--- src/rtl/ram_arbiter.sv ---
`default_nettype none
// ram_arbiter: round-robin arbiter that serialises instruction fetch (port 0) and
// data load/store (port 1) accesses onto one shared RAM with a fixed access latency.
module ram_arbiter #(
  parameter int ADDR_W  = 32,
  parameter int DATA_W  = 32,
  parameter int RAM_LAT = 1
) (
  input  logic              clk,
  input  logic              rst_n,
  input  logic              req0,
  input  logic              we0,
  input  logic [ADDR_W-1:0] addr0,
  input  logic [DATA_W-1:0] wdata0,
  output logic              ack0,
  output logic              gnt0,
  input  logic              req1,
  input  logic              we1,
  input  logic [ADDR_W-1:0] addr1,
  input  logic [DATA_W-1:0] wdata1,
  output logic              ack1,
  output logic              gnt1,
  output logic [DATA_W-1:0] rdata,
  output logic              busy,
  output logic              ram_cs,
  output logic              ram_we,
  output logic              ram_oe,
  output logic [ADDR_W-1:0] ram_addr,
  output logic [DATA_W-1:0] ram_wdata,
  input  logic [DATA_W-1:0] ram_rdata
);

  localparam int CNT_W = 4;
  localparam logic [CNT_W-1:0] CNT_LOAD = CNT_W'(RAM_LAT - 1);

  localparam logic [1:0] S_IDLE   = 2'd0;
  localparam logic [1:0] S_ACCESS = 2'd1;
  localparam logic [1:0] S_RESP   = 2'd2;

  logic [1:0]       state_q, state_d;
  logic [CNT_W-1:0] cnt_q, cnt_d;
  logic             last_q, last_d;
  logic             owner_q, owner_d;

  logic             we_q, we_d;
  logic             gnt0_q, gnt0_d;
  logic             gnt1_q, gnt1_d;
  logic             ack0_q, ack0_d;
  logic             ack1_q, ack1_d;
  logic             busy_q, busy_d;
  logic             cs_q, cs_d;
  logic             rwe_q, rwe_d;
  logic             oe_q, oe_d;
  logic [ADDR_W-1:0] addr_q, addr_d;
  logic [DATA_W-1:0] wdata_q, wdata_d;
  logic [DATA_W-1:0] rdata_q, rdata_d;

  logic sel;
  logic start;
  logic done;

  // On a tie the port that did not win last time is chosen.
  assign sel   = (req0 && req1) ? ~last_q : req1;
  assign start = (state_q == S_IDLE) && (req0 || req1);
  assign done  = (state_q == S_ACCESS) && (cnt_q == '0);

  always_ff @(posedge clk or negedge rst_n) begin
    if (!rst_n) begin
      state_q <= S_IDLE;
      cnt_q   <= '0;
      last_q  <= 1'b1;
      owner_q <= 1'b0;
    end else begin
      state_q <= state_d;
      cnt_q   <= cnt_d;
      last_q  <= last_d;
      owner_q <= owner_d;
    end
  end

  always_comb begin
    state_d = state_q;
    cnt_d   = cnt_q;
    last_d  = last_q;
    owner_d = owner_q;
    case (state_q)
      S_IDLE: begin
        if (start) begin
          state_d = S_ACCESS;
          cnt_d   = CNT_LOAD;
          owner_d = sel;
          last_d  = sel;
        end
      end
      S_ACCESS: begin
        if (done) begin
          state_d = S_RESP;
        end else begin
          cnt_d = cnt_q - 1'b1;
        end
      end
      S_RESP: begin
        state_d = S_IDLE;
      end
      default: begin
        state_d = S_IDLE;
      end
    endcase
  end

  always_comb begin
    gnt0_d  = gnt0_q;
    gnt1_d  = gnt1_q;
    we_d    = we_q;
    addr_d  = addr_q;
    wdata_d = wdata_q;
    rdata_d = rdata_q;
    ack0_d  = 1'b0;
    ack1_d  = 1'b0;

    if (start) begin
      gnt0_d  = ~sel;
      gnt1_d  = sel;
      we_d    = sel ? we1    : we0;
      addr_d  = sel ? addr1  : addr0;
      wdata_d = sel ? wdata1 : wdata0;
    end

    if (done) begin
      ack0_d = ~owner_q;
      ack1_d = owner_q;
      if (!we_q) begin
        rdata_d = ram_rdata;
      end
    end

    if (state_q == S_RESP) begin
      gnt0_d = 1'b0;
      gnt1_d = 1'b0;
    end

    // Strobes follow the next state so they are registered like every other output.
    busy_d = (state_d != S_IDLE);
    cs_d   = (state_d == S_ACCESS);
    rwe_d  = cs_d & we_d;
    oe_d   = cs_d & ~we_d;
  end

  always_ff @(posedge clk or negedge rst_n) begin
    if (!rst_n) begin
      we_q    <= 1'b0;
      gnt0_q  <= 1'b0;
      gnt1_q  <= 1'b0;
      ack0_q  <= 1'b0;
      ack1_q  <= 1'b0;
      busy_q  <= 1'b0;
      cs_q    <= 1'b0;
      rwe_q   <= 1'b0;
      oe_q    <= 1'b0;
      addr_q  <= '0;
      wdata_q <= '0;
      rdata_q <= '0;
    end else begin
      we_q    <= we_d;
      gnt0_q  <= gnt0_d;
      gnt1_q  <= gnt1_d;
      ack0_q  <= ack0_d;
      ack1_q  <= ack1_d;
      busy_q  <= busy_d;
      cs_q    <= cs_d;
      rwe_q   <= rwe_d;
      oe_q    <= oe_d;
      addr_q  <= addr_d;
      wdata_q <= wdata_d;
      rdata_q <= rdata_d;
    end
  end

  assign gnt0      = gnt0_q;
  assign gnt1      = gnt1_q;
  assign ack0      = ack0_q;
  assign ack1      = ack1_q;
  assign busy      = busy_q;
  assign ram_cs    = cs_q;
  assign ram_we    = rwe_q;
  assign ram_oe    = oe_q;
  assign ram_addr  = addr_q;
  assign ram_wdata = wdata_q;
  assign rdata     = rdata_q;

  a_gnt_excl: assert property (@(posedge clk) disable iff (!rst_n) !(gnt0 && gnt1));
  a_ack_excl: assert property (@(posedge clk) disable iff (!rst_n) !(ack0 && ack1));
  a_we_oe:    assert property (@(posedge clk) disable iff (!rst_n) !(ram_we && ram_oe));
  a_ack0_gnt: assert property (@(posedge clk) disable iff (!rst_n) ack0 |-> gnt0);
  a_ack1_gnt: assert property (@(posedge clk) disable iff (!rst_n) ack1 |-> gnt1);

endmodule
`default_nettype wire

--- config.mk ---
export PLATFORM = sky130hd
export DESIGN_NAME = ram_arbiter
export DESIGN_NICKNAME = d
export VERILOG_FILES = /design/src/rtl/ram_arbiter.sv
export SDC_FILE = /design/constraint.sdc
export NUM_CORES = 1
export LEC_CHECK = 0
export CAP_MARGIN = 30
export CELL_PAD_IN_SITES_DETAIL_PLACEMENT = 1
export CELL_PAD_IN_SITES_GLOBAL_PLACEMENT = 1
export CORE_ASPECT_RATIO = 0.9
export CORE_MARGIN = 4
export CORE_UTILIZATION = 32
export DETAILED_ROUTE_END_ITERATION = 8
export GPL_ROUTABILITY_DRIVEN = 1
export PLACE_DENSITY_LB_ADDON = 0.1
export REMOVE_ABC_BUFFERS = 1
export SYNTH_ARGS = -nofsm -noshare
export SYNTH_HDL_FRONTEND = slang
export SYNTH_SLANG_ARGS = --single-unit
--- constraint.sdc ---
create_clock -name clk -period 5.45 [get_ports clk]
set_input_delay 1.09 -clock clk [delete_from_list [all_inputs] [get_ports clk]]
set_output_delay 1.09 -clock clk [all_outputs]
set_load 0.01 [all_outputs]
; Word level (Yosys, flattened, before mapping)
; Cells that the tools add are included.
[classes]
n_addsub = 1
eq_ne = 5
n_mux = 17
bitwise_logic = 7
reduce_logical = 12
[op_table]
columns = cell, count
row1 = two-way mux 32 bit, 2
row2 = two-way mux 1 bit, 9
row3 = two-way mux 4 bit, 2
row4 = case mux 4 bit (2 select lines), 1
row5 = nonzero test 2 bit, 3
row6 = NOT 1 bit, 5
row7 = "== test 2 x 1 -> 1 bit, second input constant", 2
row8 = logical NOT 4 bit, 1
row9 = two-way mux 2 bit, 2
row10 = "!= test 2 bit, second input constant", 2
row11 = case mux 2 bit (2 select lines), 1
row12 = AND reduction 2 bit, 2
row13 = "subtractor 4 x 1 -> 4 bit, second input constant", 1
row14 = logical AND 1 bit, 3
row15 = AND reduction 3 bit, 1
row16 = bitwise AND 1 bit, 2
row17 = "== test 2 bit, second input constant", 1
row18 = logical NOT 2 bit, 1
row19 = logical OR 1 bit, 1
[word_totals]
reg_bits = 113
out_inout_bits = 104
wordCells = 58

; Depth between registers and ports, before layout
[logic_depth]
ltp_word = 6
mapped_depth = 7

; Least setup slack after synthesis
; No wires, ideal clock.
[synth_timing]
path_kind = in2reg
startpoint = input req1
endpoint = register wdata_q[13], in the netlist ram_wdata[13]
arrival_ns = 2.107
t_required_ns = 5.317
path_slack_ns = 3.210
cell_stages = 6
n_path_buf = 3
path_cell_list = a21bo_2 > clkbuf_1 > buf_2 > buf_2 > mux2i_1 > o21ai_0
[synth_between]
elab_chain_len = 3
word_cells_on_any_way = 5
classes_between = 2 x mux / 3 x reduce/logical
[synth_lines]
columns = item, line_no
row1 = "start, declared", 17  ; input logic req1,
row2 = logical AND 1 bit, 63  ; assign sel = (req0 && req1) ? ~last_q : req1;
row3 = two-way mux 1 bit, 63
row4 = two-way mux 32 bit, 126  ; wdata_d = sel ? wdata1 : wdata0;
row5 = "end signal, assigned", 174  ; wdata_q <= wdata_d;
row6 = "end, declared", 55  ; logic [DATA_W-1:0] wdata_q, wdata_d;
; Parallel ways exist; a longest one is shown, timed or not.
; A chain may end at the register's enable or synchronous reset.

; Final worst setup path
[layout_timing]
startpoint = input req0
endpoint = register oe_q, in the netlist ram_oe
[layout_between]
elab_chain_len = 6
word_cells_on_any_way = 11
classes_between = 1 x eq/ne / 5 x mux / 2 x bitwise / 3 x reduce/logical
[layout_lines]
columns = item, line_no
row1 = "start, declared", 11  ; input logic req0,
row2 = logical OR 1 bit / logical AND 1 bit (equally long branches), "64, 63"
row3 = logical AND 1 bit / two-way mux 1 bit (equally long branches), "64, 63"
row4 = two-way mux 2 bit / two-way mux 1 bit (equally long branches), "88, 124"
row5 = case mux 2 bit (2 select lines) / two-way mux 1 bit (equally long branches), "86, 121"
row6 = == test 2 x 1 -> 1 bit / NOT 1 bit (equally long branches), "144, 146"
row7 = bitwise AND 1 bit (*), 146  ; oe_d = cs_d & ~we_d;
row8 = via oe_d, 53  ; logic oe_q, oe_d;
row9 = "end signal, assigned", 159  ; oe_q <= 1'b0;
row10 = "end signal, assigned", 172  ; oe_q <= oe_d;
row11 = "end, declared", 53
; The timed path passes the listed nets; every way through them passes the cells marked *.

==> metrics.log <==
[metrics] overall die height: 128 um
[metrics] GRT Residual Overflow: 0
[metrics] Largest stage delay, worst path: 680 ps
[metrics] clock root cell: sky130_fd_sc_hd__clkbuf_16
[metrics] post-detail-place hpwl: 12700 um
[metrics] leading register cell type out of synthesis: sky130_fd_sc_hd__dfrtp_1
[metrics] Hold WC Path Type: flip-flop to flip-flop
[metrics] row count: 43
[metrics] Synth Cell Area: 5090 um2
[metrics] Non-Filler Cell Area, Final: 8450 um2
[metrics] Place WS: 1900 ps
[metrics] Post-Synthesis Cells: 420
[metrics] wire length reported by the detailed router: 17600 um
[metrics] drt wl/cell: 19.8 um
[metrics] layout filler cell count: 1594
[metrics] worst hold start: owner_q
[metrics] level count of the clock H-tree: 4
[metrics] Peak VDD IR: 0.481 mV
[metrics] share of layout cells above drive strength 1: 10.8%
[metrics] Syn Area/Cell: 12.1 um2
[metrics] fin cells: 890
[metrics] number of buffers inserted for hold repair after clock tree synthesis: 0
[metrics] antenna-violating nets left: 0
[metrics] ratio of final minimum period to clock period: 57.5%
[metrics] delay-heaviest family, CP: buffers and inverters
[metrics] endpoint kind of the worst setup timing path: flip-flop
[metrics] wire length of the first global-routing pass: 27400 um
[metrics] data arrival time of the worst path: 3420 ps
[metrics] Maximum Capacitance Violations: 0
[metrics] Yosys warning total: 0
[metrics] setup TNS: 0 ps
[metrics] placed cells: 861
[metrics] final estimated routing congestion in global placement: 0.774
[metrics] standby leakage power: 3.72 nW
[metrics] via count of the first global-routing pass: 4946
[metrics] full die area: 18000 um2
[metrics] commonest non-fill, non-tap cells in the layout: 268 x sky130_fd_sc_hd__clkdlybuf4s50_1, 135 x sky130_fd_sc_hd__o21ai_0, 112 x sky130_fd_sc_hd__dfrtp_1
[metrics] final critical path time including I/O delays and setup: 3130 ps
[metrics] number of endpoints with negative hold slack in the final report: 0
[metrics] top post-synthesis cells by area: sky130_fd_sc_hd__dfrtp_1 55%, sky130_fd_sc_hd__o21ai_0 13%, sky130_fd_sc_hd__mux2i_1 13%
[metrics] reg2reg end: ram_oe
[metrics] slew at the pin closest to its max-slew limit: 890 ps
[metrics] setup clock skew after layout: 11.9 ps
[metrics] post-synthesis cell type count: 33
[metrics] Worst Path Required: 5740 ps
[metrics] Area after DPL: 7910 um2
[metrics] final core utilization: 54.6%
[metrics] number of flip-flops and latches in the synthesized netlist: 113
[metrics] via/cell ratio: 4.90
[metrics] die span in x: 141 um
[metrics] count of inserted antenna diode cells: 0
[metrics] Setup crit start kind: input port
[metrics] count of endpoints failing setup in the final report: 0
[metrics] Layout area overhead: 66.0%
[metrics] beginning of the worst register-to-register path: last_q
[metrics] starting density of the core: 32.9%
[metrics] post-CTS sizing: 0
[metrics] share of the synthesized area in the top cell type: 55.0%
[metrics] largest net degree at the start of global routing: 74
[metrics] number of remaining DRC errors: 0
[metrics] clock transition at the registers of the reported paths: 50 ps
[metrics] I/O pins: 270
[metrics] number of setup buffers added after CTS: 0
[metrics] initial antenna violation count: 0
[metrics] Worst Path Buf+Inv: 2
[metrics] overall power consumption: 4.60 mW
[metrics] number of port buffers: 269
[metrics] worst reg2reg path depth: 4
[metrics] asr flop ratio synth: 100%
[metrics] least setup slack across all paths after layout: 2320 ps
[metrics] Final Hold Slack: 458 ps
[metrics] Hold Path Depth: 1
[metrics] cell accounting for the most synthesized area: sky130_fd_sc_hd__dfrtp_1
[metrics] sequential cell area fraction in the yosys report: 55.5%
[metrics] setup repair after global routing missed its margin: no
[metrics] crit path cell chain: clkdlybuf4s50_1, a21bo_4, buf_4, mux2i_1, a2bb2o_1
[metrics] Max stage delay cell, worst path: sky130_fd_sc_hd__a21bo_4
[metrics] number of CTS-inserted buffers: 17
[metrics] clock net sink count: 113
[metrics] nets@finish: 847
[metrics] clock latency on the worst-skew pair: 410 ps
[metrics] DRT iter0 DRCs: 163
[metrics] count of flip-flops with a built-in enable after synthesis: 0
[metrics] first drt pass iteration count: 4
[metrics] Core Footprint: 15500 um2
[metrics] hold-critical path endpoint: ack0
[metrics] Multi-input gate area: 2070 um2
[metrics] via count: 4360
[metrics] Max Transition Viols Final: 0
[metrics] worst rel slew slack: 40.7%
[metrics] Clock Path Buffers: 2
[metrics] CP max FO: 42
[metrics] status: finished clean
[metrics] category of the most critical setup path: input port to flip-flop
[metrics] FF/Latch Area: 2830 um2
[metrics] setup slack, reg-to-reg: 3080 ps
[metrics] power density over cell area: 544 nW/um2
[metrics] Overall Global Routing Usage: 19.6%
[metrics] CTS tree: done
[metrics] commonest non-fill, non-tap cell in the layout: sky130_fd_sc_hd__clkdlybuf4s50_1
[metrics] Achievable Freq: 319 MHz
[cells in the mapped netlist, drive strengths merged (2+ instances only)]
| cell type | count |
|---|---|
| dfrtp | 112 |
| mux2i | 67 |
| or2 | 2 |
| or3 | 2 |
| o22ai | 3 |
| inv | 4 |
| o21ai | 135 |
| mux2 | 32 |
| clkbuf | 25 |
| nor3 | 3 |
| nor2 | 4 |
| nand2 | 2 |
| a21boi | 2 |
| ha | 2 |
| buf | 10 |
[where the power goes]
| group | switching [mW] | internal [mW] | leakage, nW | total (mW) |
|---|---|---|---|---|
| logic | 0.926 | 1.17 | 2.09 | 2.10 |
| clock network | 0.363 | 0.654 | 0.267 | 1.02 |
| registers | 0.225 | 1.26 | 1.37 | 1.48 |
| total | 1.51 | 3.08 | 3.72 | 4.60 |
[state kept, by name, summed over array words and instances (netlist names), 2 cells and up]
name / flops
cnt_q: 4
rdata: 32
ram_addr: 32
state_q: 2
ram_wdata: 32
[final cells by class]
type	count	area share (%)
Multi-Input combinational cell	268	24.5
Clock buffer	19	5.12
Timing Repair Buffer	275	32.6
Tap cell	202	2.99
Inverter	4	0.178
Clock inverter	9	1.12
Sequential cell	113	33.5
[worst max-delay path by stage]
stage / from / to / slack (ps) / cells after the start
2_1_floorplan: req0 / ram_addr[0] / 1570 / 3
3_3_place_gp: req0 / ram_oe / 1980 / 5
3_5_place_dp: req0 / ram_oe / 1900 / 5
4_1_cts: req0 / ram_oe / 2300 / 5
5_1_grt: req0 / ram_oe / 2210 / 5
6_report: req0 / ram_oe / 2320 / 5
[logic make-up (layout without fill, tap and decap cells)]
logic type | Yosys count | after routing | share of synthesized area (%)
DFF | 113 | 113 | 55.5
muxes | 99 | 99 | 22.5
adders and majority gates | 2 | 2 | 0.491
buffers and inverters | 39 | 307 | 4.13
AOI/OAI and AO/OA | 146 | 146 | 14.9
and+or+nand+nor | 21 | 21 | 2.46
[routing by layer]
| layer | GRT usage, % | wire length [um] | share of wire [%] |
|---|---|---|---|
| met5 | 0 | 0 | 0 |
| met4 | 4.96 | 206 | 1.2 |
| met3 | 9.21 | 1490 | 8.5 |
| met1 | 21.9 | 6590 | 37 |
| met2 | 34.0 | 9300 | 53 |
Power figures use the tool's default switching activity.
